<file path="config.mk">
export PLATFORM = sky130hd
export DESIGN_NAME = regfile_write_arbiter
export DESIGN_NICKNAME = d
export VERILOG_FILES = /design/src/rtl/regfile_write_arbiter.sv
export SDC_FILE = /design/constraint.sdc
export NUM_CORES = 1
export LEC_CHECK = 0
export ABC_AREA = 1
export BUFFER_PORTS_ARGS = -buffer_cell sky130_fd_sc_hd__buf_2
export CAP_MARGIN = 0
export CORE_MARGIN = 1.5
export CORE_UTILIZATION = 35
export DETAILED_ROUTE_END_ITERATION = 16
export GPL_ROUTABILITY_DRIVEN = 0
export SETUP_SLACK_MARGIN = 0.1
export SYNTH_ARGS = -nofsm -noshare
export SYNTH_HDL_FRONTEND = slang
export SYNTH_SLANG_ARGS = --single-unit
</file>
<file path="constraint.sdc">
create_clock -name clk -period 1.6 [get_ports clk]
set_clock_uncertainty 0.15 [all_clocks]
set_input_delay 0.16 -clock clk [delete_from_list [all_inputs] [get_ports clk]]
set_output_delay 0.16 -clock clk [all_outputs]
set_load 0.02 [all_outputs]
</file>
<file path="src/rtl/regfile_write_arbiter.sv">
// Shares the register-file write port between an ALU (A) and a load (B) writeback requester.
// After reset it optionally sweeps every register to CLEAR_VALUE, one address per cycle.
module regfile_write_arbiter #(
    parameter int             W           = 8,
    parameter int             D           = 4,
    parameter bit             CLEAR_EN    = 1'b1,
    parameter logic [W-1:0]   CLEAR_VALUE = '0
) (
    input  logic         clk,
    input  logic         reset,
    input  logic         a_valid,
    input  logic [D-1:0] a_addr,
    input  logic [W-1:0] a_data,
    output logic         a_ready,
    input  logic         b_valid,
    input  logic [D-1:0] b_addr,
    input  logic [W-1:0] b_data,
    output logic         b_ready,
    output logic         busy,
    output logic         rf_write_en,
    output logic [D-1:0] rf_waddr,
    output logic [W-1:0] rf_data_in
);

    typedef enum logic {CLEAR, RUN} state_t;

    localparam logic [D-1:0] LAST_ADDR = '1;

    state_t       state;
    state_t       state_next;
    logic [D-1:0] clr_cnt;
    logic         rr_ptr;
    logic         rr_next;
    logic         a_grant;
    logic         b_grant;

    always_ff @(posedge clk) begin
        if (reset) begin
            state <= CLEAR_EN ? CLEAR : RUN;
        end else begin
            state <= state_next;
        end
    end

    // rr_ptr: 0 favours A, 1 favours B; on contention it flips to the loser.
    always_comb begin
        state_next = state;
        a_grant    = 1'b0;
        b_grant    = 1'b0;
        rr_next    = rr_ptr;
        if (state == CLEAR) begin
            if (clr_cnt == LAST_ADDR) begin
                state_next = RUN;
            end
        end else if (a_valid && b_valid) begin
            a_grant = ~rr_ptr;
            b_grant = rr_ptr;
            rr_next = ~rr_ptr;
        end else begin
            a_grant = a_valid;
            b_grant = b_valid;
        end
    end

    assign a_ready = a_grant;
    assign b_ready = b_grant;
    assign busy    = (state == CLEAR);

    // Registered write port; address/data hold their last value on idle cycles.
    always_ff @(posedge clk) begin
        if (reset) begin
            clr_cnt     <= '0;
            rr_ptr      <= 1'b0;
            rf_write_en <= 1'b0;
            rf_waddr    <= '0;
            rf_data_in  <= '0;
        end else if (state == CLEAR) begin
            rf_write_en <= 1'b1;
            rf_waddr    <= clr_cnt;
            rf_data_in  <= CLEAR_VALUE;
            clr_cnt     <= clr_cnt + 1'b1;
        end else begin
            rr_ptr      <= rr_next;
            rf_write_en <= a_grant | b_grant;
            if (a_grant) begin
                rf_waddr   <= a_addr;
                rf_data_in <= a_data;
            end else if (b_grant) begin
                rf_waddr   <= b_addr;
                rf_data_in <= b_data;
            end
        end
    end

endmodule

</file>
Word level (Yosys, flattened, before mapping):

Cells that the tools add are included.

* output and inout bits: 16
* word-level logic and storage cells: 28
* bits in registers: 19
* input bits: 28

* reduce and logical (&&, ||, !) cells: 4
* bitwise logic cells: 3
* muxes and demuxes: 12
* add/sub/neg operators: 1
* equal/unequal tests: 2

Operators with widths (number)
* $mux W8: 2
* $mux W4: 3
* $mux W1: 7
* $add A4 B1 Y4 const B: 1
* $eq A4 B4 Y1 const B: 1
* $ne A3 B1 Y1 const B: 1
* $not A1 Y1: 2
* $reduce_and A2 Y1: 1
* $reduce_bool A2 Y1: 1
* $reduce_or A2 Y1: 1
* $logic_and A1 B1 Y1: 1
* $or A1 B1 Y1: 1

Depth between registers and ports, before layout:

Gate-level depths: netlist of run 1.

* depth after elaboration: 6
* gate-level depth with buffers: 9
* gate-level depth less buffers: 8

Worst setup path before layout of run 1:

OpenSTA, ideal clock, no wires.

* path kind: flip-flop to output port
* start: register state
* end: output port b_ready
* path buffers: 1
* data arrival time: 1097 ps
* data required time: 1290 ps
* slack: 193 ps
* cell stages (with the launch flop): 4
* cells stage by stage: dfxtp_1 buf_6 inv_2 a211oi_1

* longest elaborated chain between the ends: 1

Ends and longest elaborated chain
* start: declaration: line 29 `state_t state;`
* start signal: assignment: line 39 `state <= CLEAR_EN ? CLEAR : RUN;`
* start signal: assignment: line 41 `state <= state_next;`
* $mux W1: line 51 `if (state == CLEAR) begin`
* end: declaration: line 18 `output logic b_ready,`

Every way passes these cells.

Worst setup path in the final report of run 1:

* start: register rr_ptr
* end: output port b_ready

* longest elaborated chain between the ends: 2

Ends and longest elaborated chain
* start: declaration: line 32 `logic rr_ptr;`
* start signal: assignment: line 83 `rr_ptr <= rr_next;`
* $mux W1: line 55 `end else if (a_valid && b_valid) begin`
* $mux W1: line 51

Every way passes these cells.

==> results.md, run 1 <==
* Outcome: completed
* Synthesis Warnings at 0
* DRC Markers at 0
* Die ar. at 3530 µm²
* Final ANT Viol Nets at 0
* Fill cells at 333
* Max cap viols at 0
* Area leader, netlist: dfxtp_1
* Max stage delay on crit path at 0.37 ns
* Nets at 234
* Total CTS buffers at 3
* Final Max Slew Viols at 0
* FF-to-FF Start: state$_SDFF_PP0_
* Worst path required time at 1.29 ns
* Vias in the first global route at 983
* Clock buffer depth at 2
* Chip Height at 59.4 µm
* Yosys reg bits at 19
* I/O pins at 44
* DRT Pass-1 Iters at 4
* CTS Root Cell: clkbuf_4
* CP max stage cell: dfxtp_1
* Synth Net Count at 177
* Seq/Total Area, Yosys at 0.342
* Hold_sp: a_data[0]
* Synth area leaders: dfxtp_1 34%, inv_1 11%, nand2_1 7.1%
* Netlist cell types at 20
* Cell Chain, Critical Path: inv_1 > a211oi_2 > buf_4
* CP max FO at 3
* Final Instance Area at 1520 µm²
* DIE WIDTH at 59.4 µm
* Clk Latency, worst-skew pair at 0.29 ns
* Fin. Hold Viols at 0
* CTS HTree Levels at 1
* Arrival @ worst endpoint at 1.11 ns
* Initial drt markers at 48
* RSZ-0062 raised after global routing: false
* Diode count at 0
* Peak VDD IR at 0.253 mV
* Area growth syn-to-layout at 36.4%
* PortBufs at 43
* Synthesized cell area at 1110 µm²
* First-pass GRT wire length at 4.04 mm
* Clk sinks at 19
* DP HPWL at 1.84 mm
* Crit-path leading delay family: flip-flops
* Worst-path clk slew at 0.11 ns
* Initial Util at 0.367
* Worst slew pin tran at 0.314 ns
* Final design utilization at 0.501
* Total number of vias at 1,062
* Layout cell share with drive strength beyond 1 at 0.431
* Cell area power density at 569 nW/µm²
* Initial antenna violation count at 0
* Core Footprint at 3030 µm²
* Worst rel slew slack at 0.790
* Mapped Cells at 148
* Vias/cell at 4.28
* Total GRT Usage at 0.151
* Final worst path period share at 0.891
* Core Rows at 20
* Max frequency at 702 MHz
* Critical path origin: rr_ptr$_SDFFE_PP0P_
* Setup TNS at 0 ns
* Final setup fails at 0
* Static Leak at 0.781 nW
* Syn avg cell area at 7.52 µm²
* Post-Route WL at 2.39 mm
* WL/cell at 9.65 µm
* CP endpoint kind: primary output
* Placed cell areas at 1350 µm²
* Area share of the largest cell type after synthesis at 0.342
* WP buf/inv at 2
* Kind of critical path: flip-flop to primary output
* CTS tree: built
* Final Critical Period at 1.42 ns
* Largest net degree at the start of global routing at 17
* Min-delay worst type: input pin to flip-flop
* Global route overflow at 0
* CP startpoint kind: flip-flop
## per-stage QoR
stage,setup slack [ns],cells,hold WS [ns],total power [mW]
final,0.175,248,0.0136,0.864
after CTS,0.109,248,0.00603,0.867
after floorplan,0.193,148,0.0724,0.563
after global placement,0.255,233,0.230,0.613
after global routing,0.118,248,0.0293,0.911
after detailed placement,0.236,233,0.238,0.616
## synthesized netlist by cell type, drive strengths merged
library cell  count
a211oi            1
a21oi            11
buf               4
clkinv            1
dfxtp            19
ha                1
inv              34
nand2            33
nand3             8
nor2             14
nor3              1
o211ai            2
o21ai            19
## cells by family after synthesis
| logic type | Yosys count | synth area share |
|---|---|---|
| AO/OA/AOI/OAI | 33 | 0.206 |
| adder cells (fa/ha/maj) | 1 | 0.0112 |
| flip-flops | 19 | 0.342 |
| AND/OR/NAND/NOR | 56 | 0.262 |
| buffers and inverters | 39 | 0.179 |
## registers in the layout, summed over array words and instances (netlist names)
signal	cells
rr_ptr	1
state	1
clr_cnt	4
rf_waddr	4
rf_data_in	8
rf_write_en	1
## cell usage in the layout (no fill, tap or decap)
master and count:
buf_2 42, inv_1 30, nand2_1 20, dfxtp_1 18, nor2_1 14, o21ai_0 12
dlygate4sd3_1 9, nand2_2 8, a21oi_2 8, o21ai_2 7, nand3_1 6, nand2_4 4
inv_2 3, a21oi_1 3, clkbuf_4 3, buf_4 3, o211ai_1 2, nand3_2 2
buf_12 2, clkinv_4 1, nand2_8 1, a211oi_2 1, nor3_2 1, clkinvlp_4 1
ha_1 1, clkbuf_1 1, dfxtp_4 1
## power by group
group / internal (mW) / leakage [nW] / switching (mW)
registers: 0.483 / 0.155 / 0.00680
clock network: 0.0969 / 0.0150 / 0.147
logic: 0.0665 / 0.611 / 0.0641
total: 0.647 / 0.781 / 0.218
## path summary, 6_finish.rpt
check	endpoint	slack [ns]	cells past startpoint
worst max-delay path	b_ready	0.18	3
worst min-delay path	rf_data_in[0]$_SDFFE_PP0P_	0.01	5
worst max register to register	rf_data_in[1]$_SDFFE_PP0P_	0.24	9
worst min register to register	state$_SDFF_PP0_	0.33	2
## tightest hold or removal path, delay by kind of cell
| family | cells | cell delay, ns |
|---|---|---|
| buf+inv | 2 | 0.12 |
| simple gates | 3 | 0.15 |
## layout make-up
type / instances / area [µm²] / area share
clock buffers: 4 / 26.3 / 0.0173
inverters: 35 / 140 / 0.0923
multi-input cells: 90 / 549 / 0.362
flip-flops and latches: 19 / 384 / 0.253
well taps: 44 / 55.1 / 0.0363
repair buffers: 56 / 363 / 0.239
## metal layers
metal	global-route usage	wire, µm	part of all wire	vias up
met5	0	0	0	-
met4	0.0584	11	0.0046	0
met3	0.0415	152	0.063	2
met2	0.254	1140	0.48	32
met1	0.180	1090	0.45	464
li1	-	-	-	564
## repair_timing
action | 4_1_cts | 5_1_grt
hold buffers | 9 | 0
gates resized for setup | 5 | 3
buffers inserted | 2 | 0
hold endpoints to repair | 11 | 0
pin swaps | 1 | 1
endpoints found under the setup margin | 2 | 10
(Power assumes the default switching activity.)
==> inputs of run 2 (changes only) <==
Settings changed: ABC_AREA 1 to default, HOLD_SLACK_MARGIN from default to 0.15, SLEW_MARGIN from default to 20.
==> run 2 against run 1 <==
Net effect: combinational power increased by 9%; sequential share of layout area is 1.3 points higher; sequential cell count stayed put; critical path type unchanged; largest cell class is now non-clock buffers.
==> results.md, run 2 <==
* Cell Chain, Critical Path: nand2_1 > nand3_2 > buf_12 > inv_1 > buf_4 (was inv_1 > a211oi_2 > buf_4)
* Total number of vias at 938 (was 1,062)
* WP buf/inv at 3 (was 2)
* Syn avg cell area at 9.37 µm² (was 7.52 µm²)
* Worst path required time at 1.29 ns (about the same)
* Area share of the largest cell type after synthesis at 0.441 (was 0.342)
* Final Max Slew Viols at 0 (unchanged)
* Most frequent cells in the layout: 42 x buf_2, 27 x dlygate4sd3_1, 18 x dfxtp_1 (was 42 x buf_2, 30 x inv_1, 20 x nand2_1)
* Synthesized cell area at 862 µm² (was 1110 µm²)
* Most common cell after layout, fill and taps aside: buf_2 (unchanged)
* Dpl cells at 161 (was 233)
* Mapped Cells at 92 (was 148)
* Worst slew pin tran at 0.342 ns (was 0.314 ns)
* Vias/cell at 4.79 (was 4.28)
* Crit-path leading delay family: flip-flops (unchanged)
* Fin. Hold Viols at 0 (unchanged)
* Synthesis Warnings at 0 (unchanged)
* Total GRT Usage at 0.175 (was 0.151)
* Netlist cell types at 26 (was 20)
* Largest net degree at the start of global routing at 17 (unchanged)
* DRT Pass-1 Iters at 4 (unchanged)
* Static Leak at 0.717 nW (was 0.781 nW)
* Number of synthesized flops with an enable pin at 0 (unchanged)
* Clk sinks at 19 (unchanged)
* Routed length on met3 at 113 µm (was 152 µm)
* Min-delay worst type: input pin to flip-flop (unchanged)
* Final design utilization at 0.635 (was 0.501)
* PortBufs at 43 (unchanged)
* Top-count cell post-synth: dfxtp_1 (was inv_1)
* Max stage delay on crit path at 0.33 ns (was 0.37 ns)
* Max frequency at 700 MHz (was 702 MHz)
* Placed cell areas at 1100 µm² (was 1350 µm²)
* Vias in the first global route at 860 (was 983)
* Largest registers: rf_data_in x8, clr_cnt x4, rf_waddr x4 (unchanged)
* Setup WS post-layout at 0.171 ns (was 0.175 ns)
* I/O pins at 44 (unchanged)
* Top cells by count, synth: 19 x dfxtp_1, 16 x nor2_1, 13 x mux2i_1 (was 32 x inv_1, 21 x nand2_1, 19 x dfxtp_1)
* Post-Route WL at 2.43 mm (was 2.39 mm)
* Worst rel slew slack at 0.771 (was 0.790)
* DIE WIDTH at 52.6 µm (was 59.4 µm)
* Arrival @ worst endpoint at 1.12 ns (was 1.11 ns)
* Layout Cells excl Fill at 196 (was 248)
* Initial Util at 0.379 (was 0.367)
* CTS Root Cell: clkbuf_4 (unchanged)
* Final worst path period share at 0.893 (was 0.891)
* Final Critical Period at 1.43 ns (was 1.42 ns)
* Setup TNS at 0 ns (unchanged)
* Reg with most FFs: rf_data_in (unchanged)
* Max cap viols at 0 (unchanged)
* Chip Height at 52.6 µm (was 59.4 µm)
* Die ar. at 2770 µm² (was 3530 µm²)
* Total CTS buffers at 3 (unchanged)
* Core Footprint at 2280 µm² (was 3030 µm²)
* Metal-1 WL at 1.02 mm (was 1.09 mm)
* Yosys reg bits at 19 (unchanged)
* Worst-path clk slew at 0.10 ns (was 0.11 ns)
* Diode count at 0 (unchanged)
* Ys flop type: dfxtp_1 (unchanged)
* Initial drt markers at 9 (was 48)
* DRC Markers at 0 (unchanged)
* Initial antenna violation count at 0 (unchanged)
* Final Instance Area at 1450 µm² (was 1520 µm²)
* Nets at 198 (was 234)
* Global route overflow at 0 (unchanged)
* RSZ-0062 raised after global routing: false (unchanged)
* Highest metal used: met3 (was met4)
* Final ANT Viol Nets at 0 (unchanged)
* Routed length on met2 at 1.29 mm (was 1.14 mm)
* Area leader, netlist: dfxtp_1 (unchanged)
* Cell area power density at 603 nW/µm² (was 569 nW/µm²)
* Peak VDD IR at 0.606 mV (was 0.253 mV)
* DP HPWL at 1.49 mm (was 1.84 mm)
* Layout cell share with drive strength beyond 1 at 0.339 (was 0.431)
* WL/cell at 12.4 µm (was 9.65 µm)
* CP startpoint kind: flip-flop (unchanged)
* First-pass GRT wire length at 3.60 mm (was 4.04 mm)
* Final setup fails at 0 (unchanged)
* CTS HTree Levels at 1 (unchanged)
* Kind of critical path: flip-flop to primary output (unchanged)
* Core Rows at 17 (was 20)
* Max reg flops at 8 (unchanged)
* CP endpoint kind: primary output (unchanged)
* Area growth syn-to-layout at 67.6% (was 36.4%)
* Seq/Total Area, Yosys at 0.441 (was 0.342)
* Synth area leaders: dfxtp_1 44%, mux2i_1 15%, a211oi_1 7.0% (was dfxtp_1 34%, inv_1 11%, nand2_1 7.1%)
* Placement Setup Slack at 0.177 ns (was 0.236 ns)
* Synth Net Count at 121 (was 177)
* Clock buffer depth at 2 (unchanged)
* CTS tree: built (unchanged)
* CP max stage cell: dfxtp_1 (unchanged)
* Outcome: completed (unchanged)
* Clk Latency, worst-skew pair at 0.28 ns (was 0.29 ns)
* CP max FO at 7 (was 3)
* Ys async rst share at 0 (unchanged)
-- run 2: cell types whose count changed in the layout (fill, tap and decap cells not counted), sizes merged, moves of 4 or more --
| cell | change |
|---|---|
| o21ai | -19 |
| dlygate4sd3 | +18 |
| nand3 | -4 |
| inv | -30 |
| nand2 | -31 |
| a211oi | +7 |
| mux2i | +13 |
| a21oi | -5 |
-- run 2: worst paths after layout --
| kind | slack (ns) | startpoint | endpoint | cells after the start |
|---|---|---|---|---|
| worst max-delay path | 0.17 | rr_ptr$_SDFFE_PP0P_ | a_ready | 5 |
| worst min-delay path | 0.20 | b_valid | rf_write_en$_SDFF_PP0_ | 4 |
| worst max register to register | 0.18 | rr_ptr$_SDFFE_PP0P_ | rf_data_in[0]$_SDFFE_PP0P_ | 6 |
| worst min register to register | 0.36 | rf_data_in[2]$_SDFFE_PP0P_ | rf_data_in[2]$_SDFFE_PP0P_ | 2 |
-- run 2: routing by layer --
layer  global-route usage  up-vias
li1                     -      482
met1                0.201      427
met2                0.333       29
met3               0.0257        0
met4               0.0385        0
met5                    0        -
-- run 2: area by class of cell --
cell class / instances / area (µm²)
Timing Repair Buffer: 77 / 553
Sequential cell: 19 / 384
Fill cell: 192 / 831
Clock buffer: 4 / 26.3
Inverter: 3 / 11.3
Multi-Input combinational cell: 65 / 435
Tap cell: 28 / 35.0
-- run 2: repair_timing --
item                                   CTS  global route
endpoints found under the hold margin   19             0
hold buffers                            27             0
gates resized for setup                  2             4
setup buffers                            0             4
gates cloned                             0             0
setup endpoints to repair                1             1
-- run 2: stage by stage --
step                      hold WS, ns  power [mW]
after floorplan                 0.128       0.545
after CTS                       0.194       0.878
after detailed placement        0.296       0.595
final                           0.199       0.871
after global routing            0.216       0.908
after global placement          0.274       0.592
-- run 2: report_power, final --
group,leakage (nW),internal [mW],total (mW),switching [mW]
clock,0.0150,0.0967,0.235,0.139
sequential,0.155,0.483,0.493,0.00918
combinational,0.547,0.0906,0.143,0.0525
total,0.717,0.671,0.871,0.200
-- run 2: worst register-to-register path, delay by kind of cell (launching register included) --
| family | cells | cell delay (ns) |
|---|---|---|
| AND/OR/NAND/NOR | 2 | 0.18 |
| flip-flops | 1 | 0.33 |
| multiplexers | 1 | 0.12 |
| buffers and inverters | 2 | 0.32 |
| AO/OA/AOI/OAI | 1 | 0.24 |
-- run 2: cells by family (layout without fill, tap and decap cells) --
logic type,Yosys count,count (layout),share of synthesized area
compound gates,19,19,0.147
xor+xnor,3,3,0.0305
fa+ha+maj,1,1,0.0145
buf+inv,8,84,0.0537
flops,19,19,0.441
mux,13,13,0.151
simple gates,29,29,0.163
